$ cat config.mk
export PLATFORM = sky130hd
export DESIGN_NAME = trap_seq_flat
export DESIGN_NICKNAME = d
export VERILOG_FILES = /design/src/rtl/trap_seq_pkg.sv /design/src/rtl/trap_seq_if.sv /design/src/rtl/trap_seq_dec.sv /design/src/rtl/trap_seq.sv /design/src/flat_wrapper.sv
export SDC_FILE = /design/constraint.sdc
export NUM_CORES = 1
export LEC_CHECK = 0
export BUFFER_PORTS_ARGS = -buffer_cell sky130_fd_sc_hd__buf_2
export CORE_UTILIZATION = 30
export CTS_BUF_LIST = sky130_fd_sc_hd__clkbuf_4
export DETAILED_ROUTE_END_ITERATION = 8
export GPL_TIMING_DRIVEN = 0
export PLACE_DENSITY = 0.63
export RECOVER_POWER = 100
export SLEW_MARGIN = 30
export SYNTH_ARGS = -nofsm -noshare
export SYNTH_HDL_FRONTEND = slang
export SYNTH_SLANG_ARGS = --single-unit
$ cat constraint.sdc
create_clock -name clk -period 2.1 [get_ports clk]
set_input_delay 0.21 -clock clk [delete_from_list [all_inputs] [get_ports clk]]
set_output_delay 0.21 -clock clk [all_outputs]
set_load 0.01 [all_outputs]
$ cat src/rtl/trap_seq_pkg.sv
// ============================================================================
// Module   : trap_seq_pkg
// Brief    : Shared types and constants for the SYSTEM-instruction sequencer.
// Revision : 1.0
// ============================================================================
`default_nettype none

package trap_seq_pkg;

  typedef enum logic [1:0] {
    S_IDLE = 2'd0,
    S_REQ  = 2'd1,
    S_RESP = 2'd2,
    S_DONE = 2'd3
  } state_e;

  typedef enum logic [2:0] {
    CSR_OP_NONE  = 3'b000,
    CSR_OP_ECALL = 3'b010,
    CSR_OP_MRET  = 3'b011,
    CSR_OP_RW    = 3'b100,
    CSR_OP_RS    = 3'b110
  } csr_op_e;

  typedef enum logic [1:0] {
    WSEL_ZERO = 2'd0,
    WSEL_RS1  = 2'd1,
    WSEL_IMM  = 2'd2
  } wsel_e;

  localparam logic [6:0]  C_OPC_SYSTEM  = 7'b1110011;
  localparam logic [2:0]  C_F3_PRIV     = 3'b000;
  localparam logic [2:0]  C_F3_CSRRW    = 3'b001;
  localparam logic [2:0]  C_F3_CSRRS    = 3'b010;
  localparam logic [2:0]  C_F3_CSRRWI   = 3'b101;
  localparam logic [2:0]  C_F3_CSRRSI   = 3'b110;

  localparam logic [11:0] C_CSR_MSTATUS = 12'h300;
  localparam logic [11:0] C_CSR_MTVEC   = 12'h305;
  localparam logic [11:0] C_CSR_MEPC    = 12'h341;
  localparam logic [11:0] C_CSR_MCAUSE  = 12'h342;

  localparam logic [11:0] C_F12_ECALL   = 12'h000;
  localparam logic [11:0] C_F12_MRET    = 12'h302;

endpackage

`default_nettype wire

$ cat src/rtl/trap_seq_if.sv
// ============================================================================
// Module   : trap_seq_if
// Brief    : Decode, CSR-file and writeback handshakes of the trap sequencer.
// Revision : 1.0
// ============================================================================
`default_nettype none

interface trap_seq_if;

  logic        in_valid;
  logic        in_ready;
  logic [31:0] inst;
  logic [31:0] pc;
  logic [31:0] rs1_val;

  logic        csr_req_valid;
  logic        csr_req_ready;
  logic [2:0]  csr_op;
  logic [11:0] csr_addr;
  logic [31:0] csr_wdata;
  logic [31:0] csr_pc;
  logic        csr_resp_valid;
  logic [31:0] csr_rdata;

  logic        out_valid;
  logic        out_ready;
  logic [4:0]  rd_idx;
  logic        rd_wen;
  logic [31:0] rd_wdata;
  logic        redir_valid;
  logic [31:0] redir_pc;
  logic        illegal;

  modport slave (
    input  in_valid, inst, pc, rs1_val, csr_req_ready, csr_resp_valid,
           csr_rdata, out_ready,
    output in_ready, csr_req_valid, csr_op, csr_addr, csr_wdata, csr_pc,
           out_valid, rd_idx, rd_wen, rd_wdata, redir_valid, redir_pc, illegal
  );

  modport master (
    output in_valid, inst, pc, rs1_val, csr_req_ready, csr_resp_valid,
           csr_rdata, out_ready,
    input  in_ready, csr_req_valid, csr_op, csr_addr, csr_wdata, csr_pc,
           out_valid, rd_idx, rd_wen, rd_wdata, redir_valid, redir_pc, illegal
  );

endinterface

`default_nettype wire

$ cat src/rtl/trap_seq_dec.sv
// ============================================================================
// Module   : trap_seq_dec
// Brief    : Combinational SYSTEM-opcode decoder. TRAP_SEQ_CSRI_EN adds
//            csrrwi/csrrsi decoding.
// Revision : 1.0
// ============================================================================
`default_nettype none

module trap_seq_dec
  import trap_seq_pkg::*;
(
  input  logic [31:0] i_inst,
  output csr_op_e     o_op,
  output logic [11:0] o_addr,
  output wsel_e       o_wsel,
  output logic [4:0]  o_rd,
  output logic        o_illegal
);

  logic [6:0]  w_opc;
  logic [2:0]  w_f3;
  logic [4:0]  w_rs1;
  logic [11:0] w_f12;

  assign w_opc = i_inst[6:0];
  assign w_f3  = i_inst[14:12];
  assign w_rs1 = i_inst[19:15];
  assign w_f12 = i_inst[31:20];
  assign o_rd  = i_inst[11:7];

  always_comb begin
    o_op      = CSR_OP_NONE;
    o_addr    = w_f12;
    o_wsel    = WSEL_ZERO;
    o_illegal = 1'b1;
    if (w_opc == C_OPC_SYSTEM) begin
      case (w_f3)
        C_F3_PRIV: begin
          // ecall reads the trap vector, mret reads the saved return pc
          if (w_f12 == C_F12_ECALL) begin
            o_op      = CSR_OP_ECALL;
            o_addr    = C_CSR_MTVEC;
            o_illegal = 1'b0;
          end else if (w_f12 == C_F12_MRET) begin
            o_op      = CSR_OP_MRET;
            o_addr    = C_CSR_MEPC;
            o_illegal = 1'b0;
          end
        end
        C_F3_CSRRW: begin
          o_op      = CSR_OP_RW;
          o_wsel    = WSEL_RS1;
          o_illegal = 1'b0;
        end
        C_F3_CSRRS: begin
          o_op      = CSR_OP_RS;
          o_wsel    = (w_rs1 == 5'd0) ? WSEL_ZERO : WSEL_RS1;
          o_illegal = 1'b0;
        end
`ifdef TRAP_SEQ_CSRI_EN
        C_F3_CSRRWI: begin
          o_op      = CSR_OP_RW;
          o_wsel    = WSEL_IMM;
          o_illegal = 1'b0;
        end
        C_F3_CSRRSI: begin
          o_op      = CSR_OP_RS;
          o_wsel    = WSEL_IMM;
          o_illegal = 1'b0;
        end
`endif
        default: ;
      endcase
    end
  end

endmodule

`default_nettype wire

$ cat src/rtl/trap_seq.sv
// ============================================================================
// Module   : trap_seq
// Brief    : Sequences SYSTEM instructions through CSR-file request/response
//            to writeback. Option macro: TRAP_SEQ_CSRI_EN (in trap_seq_dec).
// Revision : 1.0
// ============================================================================
`default_nettype none

module trap_seq
  import trap_seq_pkg::*;
(
  input  logic       clk,
  input  logic       rst_n,
  trap_seq_if.slave  bus
);

  state_e      r_state;
  logic        r_in_ready;
  logic        r_csr_req_valid;
  csr_op_e     r_csr_op;
  logic [11:0] r_csr_addr;
  logic [31:0] r_csr_wdata;
  logic [31:0] r_csr_pc;
  logic [4:0]  r_rd_pend;
  logic        r_out_valid;
  logic [4:0]  r_rd_idx;
  logic        r_rd_wen;
  logic [31:0] r_rd_wdata;
  logic        r_redir_valid;
  logic [31:0] r_redir_pc;
  logic        r_illegal;

  csr_op_e     w_dec_op;
  logic [11:0] w_dec_addr;
  wsel_e       w_dec_wsel;
  logic [4:0]  w_dec_rd;
  logic        w_dec_illegal;
  logic [31:0] w_wdata;

  trap_seq_dec u_dec (
    .i_inst    (bus.inst),
    .o_op      (w_dec_op),
    .o_addr    (w_dec_addr),
    .o_wsel    (w_dec_wsel),
    .o_rd      (w_dec_rd),
    .o_illegal (w_dec_illegal)
  );

  always_comb begin
    case (w_dec_wsel)
      WSEL_RS1: w_wdata = bus.rs1_val;
      WSEL_IMM: w_wdata = {27'd0, bus.inst[19:15]};
      default:  w_wdata = 32'd0;
    endcase
  end

  always_ff @(posedge clk or negedge rst_n) begin
    if (!rst_n) begin
      r_state         <= S_IDLE;
      r_in_ready      <= 1'b1;
      r_csr_req_valid <= 1'b0;
      r_csr_op        <= CSR_OP_NONE;
      r_csr_addr      <= 12'd0;
      r_csr_wdata     <= 32'd0;
      r_csr_pc        <= 32'd0;
      r_rd_pend       <= 5'd0;
      r_out_valid     <= 1'b0;
      r_rd_idx        <= 5'd0;
      r_rd_wen        <= 1'b0;
      r_rd_wdata      <= 32'd0;
      r_redir_valid   <= 1'b0;
      r_redir_pc      <= 32'd0;
      r_illegal       <= 1'b0;
    end else begin
      case (r_state)
        S_IDLE: begin
          if (bus.in_valid) begin
            r_in_ready <= 1'b0;
            if (w_dec_illegal) begin
              // nothing to ask the CSR file; report the fault straight away
              r_state       <= S_DONE;
              r_out_valid   <= 1'b1;
              r_illegal     <= 1'b1;
              r_rd_wen      <= 1'b0;
              r_redir_valid <= 1'b0;
            end else begin
              r_state         <= S_REQ;
              r_csr_req_valid <= 1'b1;
              r_csr_op        <= w_dec_op;
              r_csr_addr      <= w_dec_addr;
              r_csr_wdata     <= w_wdata;
              r_csr_pc        <= bus.pc;
              r_rd_pend       <= w_dec_rd;
            end
          end
        end
        S_REQ: begin
          if (bus.csr_req_ready) begin
            r_csr_req_valid <= 1'b0;
            r_state         <= S_RESP;
          end
        end
        S_RESP: begin
          if (bus.csr_resp_valid) begin
            r_state     <= S_DONE;
            r_out_valid <= 1'b1;
            r_illegal   <= 1'b0;
            if (r_csr_op == CSR_OP_ECALL || r_csr_op == CSR_OP_MRET) begin
              r_redir_valid <= 1'b1;
              r_redir_pc    <= bus.csr_rdata;
              r_rd_wen      <= 1'b0;
            end else begin
              r_redir_valid <= 1'b0;
              r_rd_idx      <= r_rd_pend;
              r_rd_wdata    <= bus.csr_rdata;
              r_rd_wen      <= (r_rd_pend != 5'd0);
            end
          end
        end
        S_DONE: begin
          if (bus.out_ready) begin
            r_out_valid <= 1'b0;
            r_in_ready  <= 1'b1;
            r_state     <= S_IDLE;
          end
        end
        default: r_state <= S_IDLE;
      endcase
    end
  end

  assign bus.in_ready      = r_in_ready;
  assign bus.csr_req_valid = r_csr_req_valid;
  assign bus.csr_op        = r_csr_op;
  assign bus.csr_addr      = r_csr_addr;
  assign bus.csr_wdata     = r_csr_wdata;
  assign bus.csr_pc        = r_csr_pc;
  assign bus.out_valid     = r_out_valid;
  assign bus.rd_idx        = r_rd_idx;
  assign bus.rd_wen        = r_rd_wen;
  assign bus.rd_wdata      = r_rd_wdata;
  assign bus.redir_valid   = r_redir_valid;
  assign bus.redir_pc      = r_redir_pc;
  assign bus.illegal       = r_illegal;

endmodule

`default_nettype wire
$ cat src/flat_wrapper.sv
// flat-port wrapper written by rule: the top's interface ports become plain ports
module trap_seq_flat import trap_seq_pkg::*;
  (clk, rst_n, bus_in_valid, bus_inst, bus_pc, bus_rs1_val, bus_csr_req_ready, bus_csr_resp_valid, bus_csr_rdata, bus_out_ready, bus_in_ready, bus_csr_req_valid, bus_csr_op, bus_csr_addr, bus_csr_wdata, bus_csr_pc, bus_out_valid, bus_rd_idx, bus_rd_wen, bus_rd_wdata, bus_redir_valid, bus_redir_pc, bus_illegal);
  trap_seq_if bus_i ();
  input  logic clk;
  input  logic rst_n;
  input wire logic [$bits(bus_i.in_valid)-1:0] bus_in_valid;
  input wire logic [$bits(bus_i.inst)-1:0] bus_inst;
  input wire logic [$bits(bus_i.pc)-1:0] bus_pc;
  input wire logic [$bits(bus_i.rs1_val)-1:0] bus_rs1_val;
  input wire logic [$bits(bus_i.csr_req_ready)-1:0] bus_csr_req_ready;
  input wire logic [$bits(bus_i.csr_resp_valid)-1:0] bus_csr_resp_valid;
  input wire logic [$bits(bus_i.csr_rdata)-1:0] bus_csr_rdata;
  input wire logic [$bits(bus_i.out_ready)-1:0] bus_out_ready;
  output wire logic [$bits(bus_i.in_ready)-1:0] bus_in_ready;
  output wire logic [$bits(bus_i.csr_req_valid)-1:0] bus_csr_req_valid;
  output wire logic [$bits(bus_i.csr_op)-1:0] bus_csr_op;
  output wire logic [$bits(bus_i.csr_addr)-1:0] bus_csr_addr;
  output wire logic [$bits(bus_i.csr_wdata)-1:0] bus_csr_wdata;
  output wire logic [$bits(bus_i.csr_pc)-1:0] bus_csr_pc;
  output wire logic [$bits(bus_i.out_valid)-1:0] bus_out_valid;
  output wire logic [$bits(bus_i.rd_idx)-1:0] bus_rd_idx;
  output wire logic [$bits(bus_i.rd_wen)-1:0] bus_rd_wen;
  output wire logic [$bits(bus_i.rd_wdata)-1:0] bus_rd_wdata;
  output wire logic [$bits(bus_i.redir_valid)-1:0] bus_redir_valid;
  output wire logic [$bits(bus_i.redir_pc)-1:0] bus_redir_pc;
  output wire logic [$bits(bus_i.illegal)-1:0] bus_illegal;
  assign bus_i.in_valid = bus_in_valid;
  assign bus_i.inst = bus_inst;
  assign bus_i.pc = bus_pc;
  assign bus_i.rs1_val = bus_rs1_val;
  assign bus_i.csr_req_ready = bus_csr_req_ready;
  assign bus_i.csr_resp_valid = bus_csr_resp_valid;
  assign bus_i.csr_rdata = bus_csr_rdata;
  assign bus_i.out_ready = bus_out_ready;
  assign bus_in_ready = bus_i.in_ready;
  assign bus_csr_req_valid = bus_i.csr_req_valid;
  assign bus_csr_op = bus_i.csr_op;
  assign bus_csr_addr = bus_i.csr_addr;
  assign bus_csr_wdata = bus_i.csr_wdata;
  assign bus_csr_pc = bus_i.csr_pc;
  assign bus_out_valid = bus_i.out_valid;
  assign bus_rd_idx = bus_i.rd_idx;
  assign bus_rd_wen = bus_i.rd_wen;
  assign bus_rd_wdata = bus_i.rd_wdata;
  assign bus_redir_valid = bus_i.redir_valid;
  assign bus_redir_pc = bus_i.redir_pc;
  assign bus_illegal = bus_i.illegal;
  trap_seq u_core (.clk(clk), .rst_n(rst_n), .bus(bus_i));
endmodule
; ---- Yosys cells after proc, flatten, opt, wreduce, memory -nomap -nowiden
; Index checks and enable logic that the tools add are counted.
[word_totals]
ff_bits = 161
input_bits = 134
out_inout_bits = 154
wordCells = 97
[classes]
n_eq_ne = 17
muxes = 44
n_bitwise = 2
reduce_logical = 19
[ops]
columns = cell, n
row1 = $pmux W32 S2, 1
row2 = $mux W12, 4
row3 = $mux W1, 21
row4 = $mux W2, 7
row5 = $pmux W1 S2, 7
row6 = $eq A12 B10 Y1 const B, 1
row7 = $logic_not A12 Y1, 1
row8 = $ne A2 B2 Y1 const B, 6
row9 = $reduce_and A3 Y1, 4
row10 = $reduce_and A4 Y1, 3
row11 = $eq A3 B2 Y1 const B, 3
row12 = $pmux W3 S3, 1
row13 = $pmux W2 S4, 1
row14 = $eq A7 B7 Y1 const B, 1
row15 = $reduce_bool A2 Y1, 3
row16 = $logic_not A5 Y1, 1
row17 = $reduce_and A5 Y1, 1
row18 = $reduce_bool A5 Y1, 1
row19 = $eq A2 B2 Y1 const B, 2
row20 = $eq A3 B1 Y1 const B, 1
row21 = $logic_not A3 Y1, 1
row22 = $mux W3, 1
row23 = $pmux W1 S3, 1
row24 = $reduce_bool A3 Y1, 1
row25 = 7 further kinds, 8

; ---- Depth between registers and ports, before layout
[logic_depth]
depth_word = 8
mapped_depth = 8
depth_no_buf = 7

; ---- Hierarchy
; From an unflattened synthesis, not the netlist that was laid out.
[unflattened]
cells_unflattened = 496
hier_area_um2 = 6870.3
[modules_own_cells]
columns = module, instances, cells_per_inst, area_each_um2, seq_area_each_um2
row1 = trap_seq, 1, 450, 6513.7, 4030.1
row2 = trap_seq_dec, 1, 46, 356.6, 0.0

; ---- Worst setup path after synthesis
; No wires, ideal clock.
[synth_timing]
path_kind = reg2reg
start = register u_core.r_state[0]
end = register u_core.r_rd_wdata[10] (netlist: u_core.bus.rd_wdata[10])
setup_ns = 0.125
t_arrival_ns = 1.990
t_required_ns = 1.975
slack_ns = -0.015
stages_incl_launch_ff = 7
path_buffers = 1
synth_period_minus_slack_ns = 2.115
path_cell_list = dfrtp_1 > inv_1 > ha_1 > nand2_1 > nor2_1 > clkbuf_1 > mux2_2
[synth_via]
elab_chain_cells = 2
[synth_lines]
columns = element, line_no
row1 = "start, declared", trap_seq.sv:17  ; state_e r_state;
row2 = "start signal, assigned", trap_seq.sv:59  ; r_state <= S_IDLE;
row3 = "start signal, assigned", trap_seq.sv:81  ; r_state <= S_DONE;
row4 = "start signal, assigned", trap_seq.sv:87  ; r_state <= S_REQ;
row5 = $eq A2 B2 Y1, trap_seq.sv:75  ; case (r_state)
row6 = $reduce_and A3 Y1 (no source line), --
row7 = "end signal, assigned", trap_seq.sv:115  ; r_rd_wdata <= bus.csr_rdata;
row8 = "end, declared", trap_seq.sv:28  ; logic [31:0] r_rd_wdata;
; No other way between the ends.
; A chain may end at the register's enable or synchronous reset.

; ---- Final worst setup path
[layout_timing]
start = register u_core.r_state[1]
end = register u_core.r_state[1]
[layout_via]
elab_chain_cells = 3
word_cells_on_any_way = 10
classes_between = eq/ne (7) / mux (1) / reduce/logical (2)
[layout_lines]
columns = element, line_no
row1 = $eq A2 B2 Y1 (tied with other cells), trap_seq.sv:75
row2 = $ne A2 B2 Y1 (no source line), --
row3 = $reduce_and A4 Y1 (no source line), --
; Parallel ways exist; a longest one is shown, timed or not.

==> results.json <==
{
  "drc": 0,
  "syn_nets": 631,
  "ir_drop_mv": 0.387,
  "syn_avg_cell_area_um2": 13.1,
  "cts_tree": "yes",
  "slew_headroom": 0.0672,
  "htree_levels": 4,
  "cts_root_buf": "clkbuf_4",
  "synth_top_area_frac": 0.619,
  "yosysUniqueCellTypes": 36,
  "tns_ps": 0,
  "crit_path_end_kind": "register",
  "drtPass1Iterations": 4,
  "num_vias": 5358,
  "clock-sinks": 161,
  "syn-cell-area_um2": 6470,
  "grt_use_total": 0.168,
  "crit_chain": "inv_1 -> ha_1 -> clkbuf_1 -> a222oi_1 -> o21ai_1 -> a211oi_1 -> a21o_1",
  "drv_cap": 0,
  "wirelength_um": 18400,
  "grt_max_degree": 68,
  "outcome": "completed",
  "ys_async_sr_fraction": 1.00,
  "start_kind": "register",
  "ys_top_cells_by_area": "dfrtp_1 (62%), mux2_2 (19%), o21ai_0 (3.0%)",
  "path_buf_inv": 2,
  "finalHoldViolCount": 0,
  "chipHeight_um": 149,
  "drive_gt1_frac": 0.321,
  "io_pins": 288,
  "fin_worst_skew_ps": 20.2,
  "setup_viol": 0,
  "pre_cts_slack_ps": -542,
  "synth-seq-cells": 161,
  "cp_slowest_stage_delay_ps": 430,
  "grt_pass1_vias": 5722,
  "antenna_found_initial": 1,
  "overflow": 0,
  "grt_pass1_wl_um": 28900,
  "die_x_um": 149,
  "powerDensity_nw_per_um2": 806,
  "nets": 1059,
  "worstMarginPinSlew_ps": 1400,
  "path_clk_slew_ps": 140,
  "ys.flop_type": "dfrtp_1",
  "finalCritPeriodShare": 0.936,
  "cts_made_buffers": 17,
  "ant_nets": 0,
  "synth_top_cell_by_area": "dfrtp_1",
  "rows": 53,
  "fin_hold_ws_ps": 78.1,
  "rsz0062_at_grt": "true",
  "finalCriticalPeriod_ps": 1960,
  "cts_buffer_depth": 2,
  "core_um2": 21100,
  "fmax_ghz": 0.509,
  "final.setup.worst_slack_ps": 135,
  "start_util": 0.307,
  "dp_hpwl_um": 12500,
  "p_total_mw": 7.77,
  "area_growth_pct": 49.2,
  "crit_fanout": 10,
  "portBuffers": 287,
  "clock_latency_ps": 560,
  "power_leakage_nw": 4.68,
  "ys_warn_count": 0,
  "critPathSlowestCell": "dfrtp_1",
  "cpLargestDelayFamily": "compound AO/OA/AOI/OAI gates",
  "min_path_type": "in -> async",
  "worst-setup-path-type": "reg -> reg",
  "viasPerCell": 4.43,
  "die-area_um2": 22100,
  "seq_area_frac_synth": 0.623,
  "synth-edff-count": 0,
  "wl_per_cell_um": 15.2,
  "required_ps": 2600,
  "drt_iter0_markers": 134,
  "worstPathArrival_ps": 2460,
  "syn_inst": 493,
  "gp_congestion": 0.776,
  "drv_slew": 0
}
[cell usage in the layout, fill, tap and decap left out, types with 2 or more instances in the layout]
master / netlist / final
nor2b_1: 2 / 2
a211oi_1: 3 / 3
a21oi_1: 12 / 12
clkbuf_2: 0 / 2
buf_4: 7 / 9
nand3_1: 37 / 37
clkbuf_1: 8 / 157
buf_2: 5 / 140
ha_1: 4 / 3
o21ai_0: 39 / 38
mux2i_1: 4 / 4
nor2_1: 16 / 15
clkinv_2: 0 / 2
inv_6: 0 / 2
a21o_1: 2 / 2
clkbuf_4: 0 / 20
or4_1: 2 / 2
nor3_1: 6 / 6
clkinv_1: 0 / 2
bufinv_16: 0 / 4
mux2_1: 4 / 4
nand2b_1: 4 / 4
clkinv_4: 0 / 2
mux2_2: 109 / 109
dlygate4sd3_1: 0 / 118
nand2_1: 7 / 7
dfrtp_1: 160 / 160
clkinvlp_4: 0 / 2
and3_1: 3 / 3
inv_1: 43 / 43
[report_power, final]
part / switching [mW] / internal [mW] / total, mW
sequential: 0.227 / 3.53 / 3.76
combinational: 0.956 / 0.939 / 1.90
clock: 1.16 / 0.957 / 2.12
[sequential cells by signal, summed over array words and instances, names as in the netlist, 2 cells and up]
| register | flops |
|---|---|
| u_core.bus.csr_pc | 32 |
| u_core.bus.csr_wdata | 32 |
| u_core.bus.rd_wdata | 32 |
| u_core.bus.redir_pc | 32 |
| u_core.bus.csr_addr | 12 |
| u_core.bus.rd_idx | 5 |
| u_core.r_rd_pend | 5 |
| u_core.bus.csr_op | 3 |
| u_core.r_state | 2 |
[layer usage]
metal  global-route usage  routed length (µm)  part of all wire
met1                0.204                7850              0.43
met4               0.0561                 250             0.014
met2                0.284                9200              0.50
met5                    0                   0                 0
met3               0.0514                1050             0.057
[cells by family after synthesis]
kind of cell	synth area share
AOI/OAI and AO/OA	0.0557
and+or+nand+nor	0.0658
buffers and inverters	0.0445
adders and majority gates	0.00774
muxes	0.203
DFF	0.623
[timing repair]
item                                    CTS  global route
setup buffers                             2             0
endpoints found under the setup margin   57            90
gates resized for setup                   7             5
pin swaps                                 2             1
hold buffers                            118             0
hold endpoints to repair                243             0
[per-stage QoR]
step | utilization | cells | area [µm²]
6_report | 0.457 | 1210 | 9650
5_1_grt | 0.457 | 1210 | 9650
4_1_cts | 0.467 | 1209 | 9850
3_5_place_dp | 0.394 | 1057 | 8310
3_3_place_gp | 0.391 | 1055 | 8250
2_1_floorplan | - | 493 | 6470
[path summary, 6_finish.rpt]
path / from / to / slack (ps) / depth (start not counted)
setup / recovery: u_core.r_state[1]$_DFFE_PN0P_ / u_core.r_state[1]$_DFFE_PN0P_ / 140 / 7
min in group clk: bus_inst[14] / u_core.bus.csr_op[1]$_DFFE_PN0P_ / 90 / 4
max in group asynchronous: rst_n / u_core.bus.csr_pc[17]$_DFFE_PN0P_ / 250 / 4
hold / removal: rst_n / u_core.bus.redir_pc[10]$_DFFE_PN0P_ / 80 / 2
setup reg to reg: u_core.r_state[1]$_DFFE_PN0P_ / u_core.r_state[1]$_DFFE_PN0P_ / 140 / 7
hold reg to reg: u_core.bus.csr_op[0]$_DFFE_PN0P_ / u_core.bus.csr_op[0]$_DFFE_PN0P_ / 510 / 2
[final cells by class]
class	instances	area (µm²)
repair buffers	409	2480
inverters	43	161
well taps	275	344
multi-input cells	266	2160
clock buffers	18	135
flip-flops and latches	161	4030
plain buffers	23	138
clock inverters	14	188
fillers	2022	11400
diodes	1	2.50
[synthesized netlist by cell type, drive strengths merged (2+ instances only)]
library cell	instances
nor2b	2
mux2i	4
buf	15
mux2	113
or4	2
nand3	37
nor2	16
o21ai	39
dfrtp	160
and3	3
a21oi	12
a21o	2
inv	43
nand2	7
a211oi	3
ha	4
nor3	6
clkbuf	8
nand2b	4
Note: power is estimated with default switching activity, not from simulation.
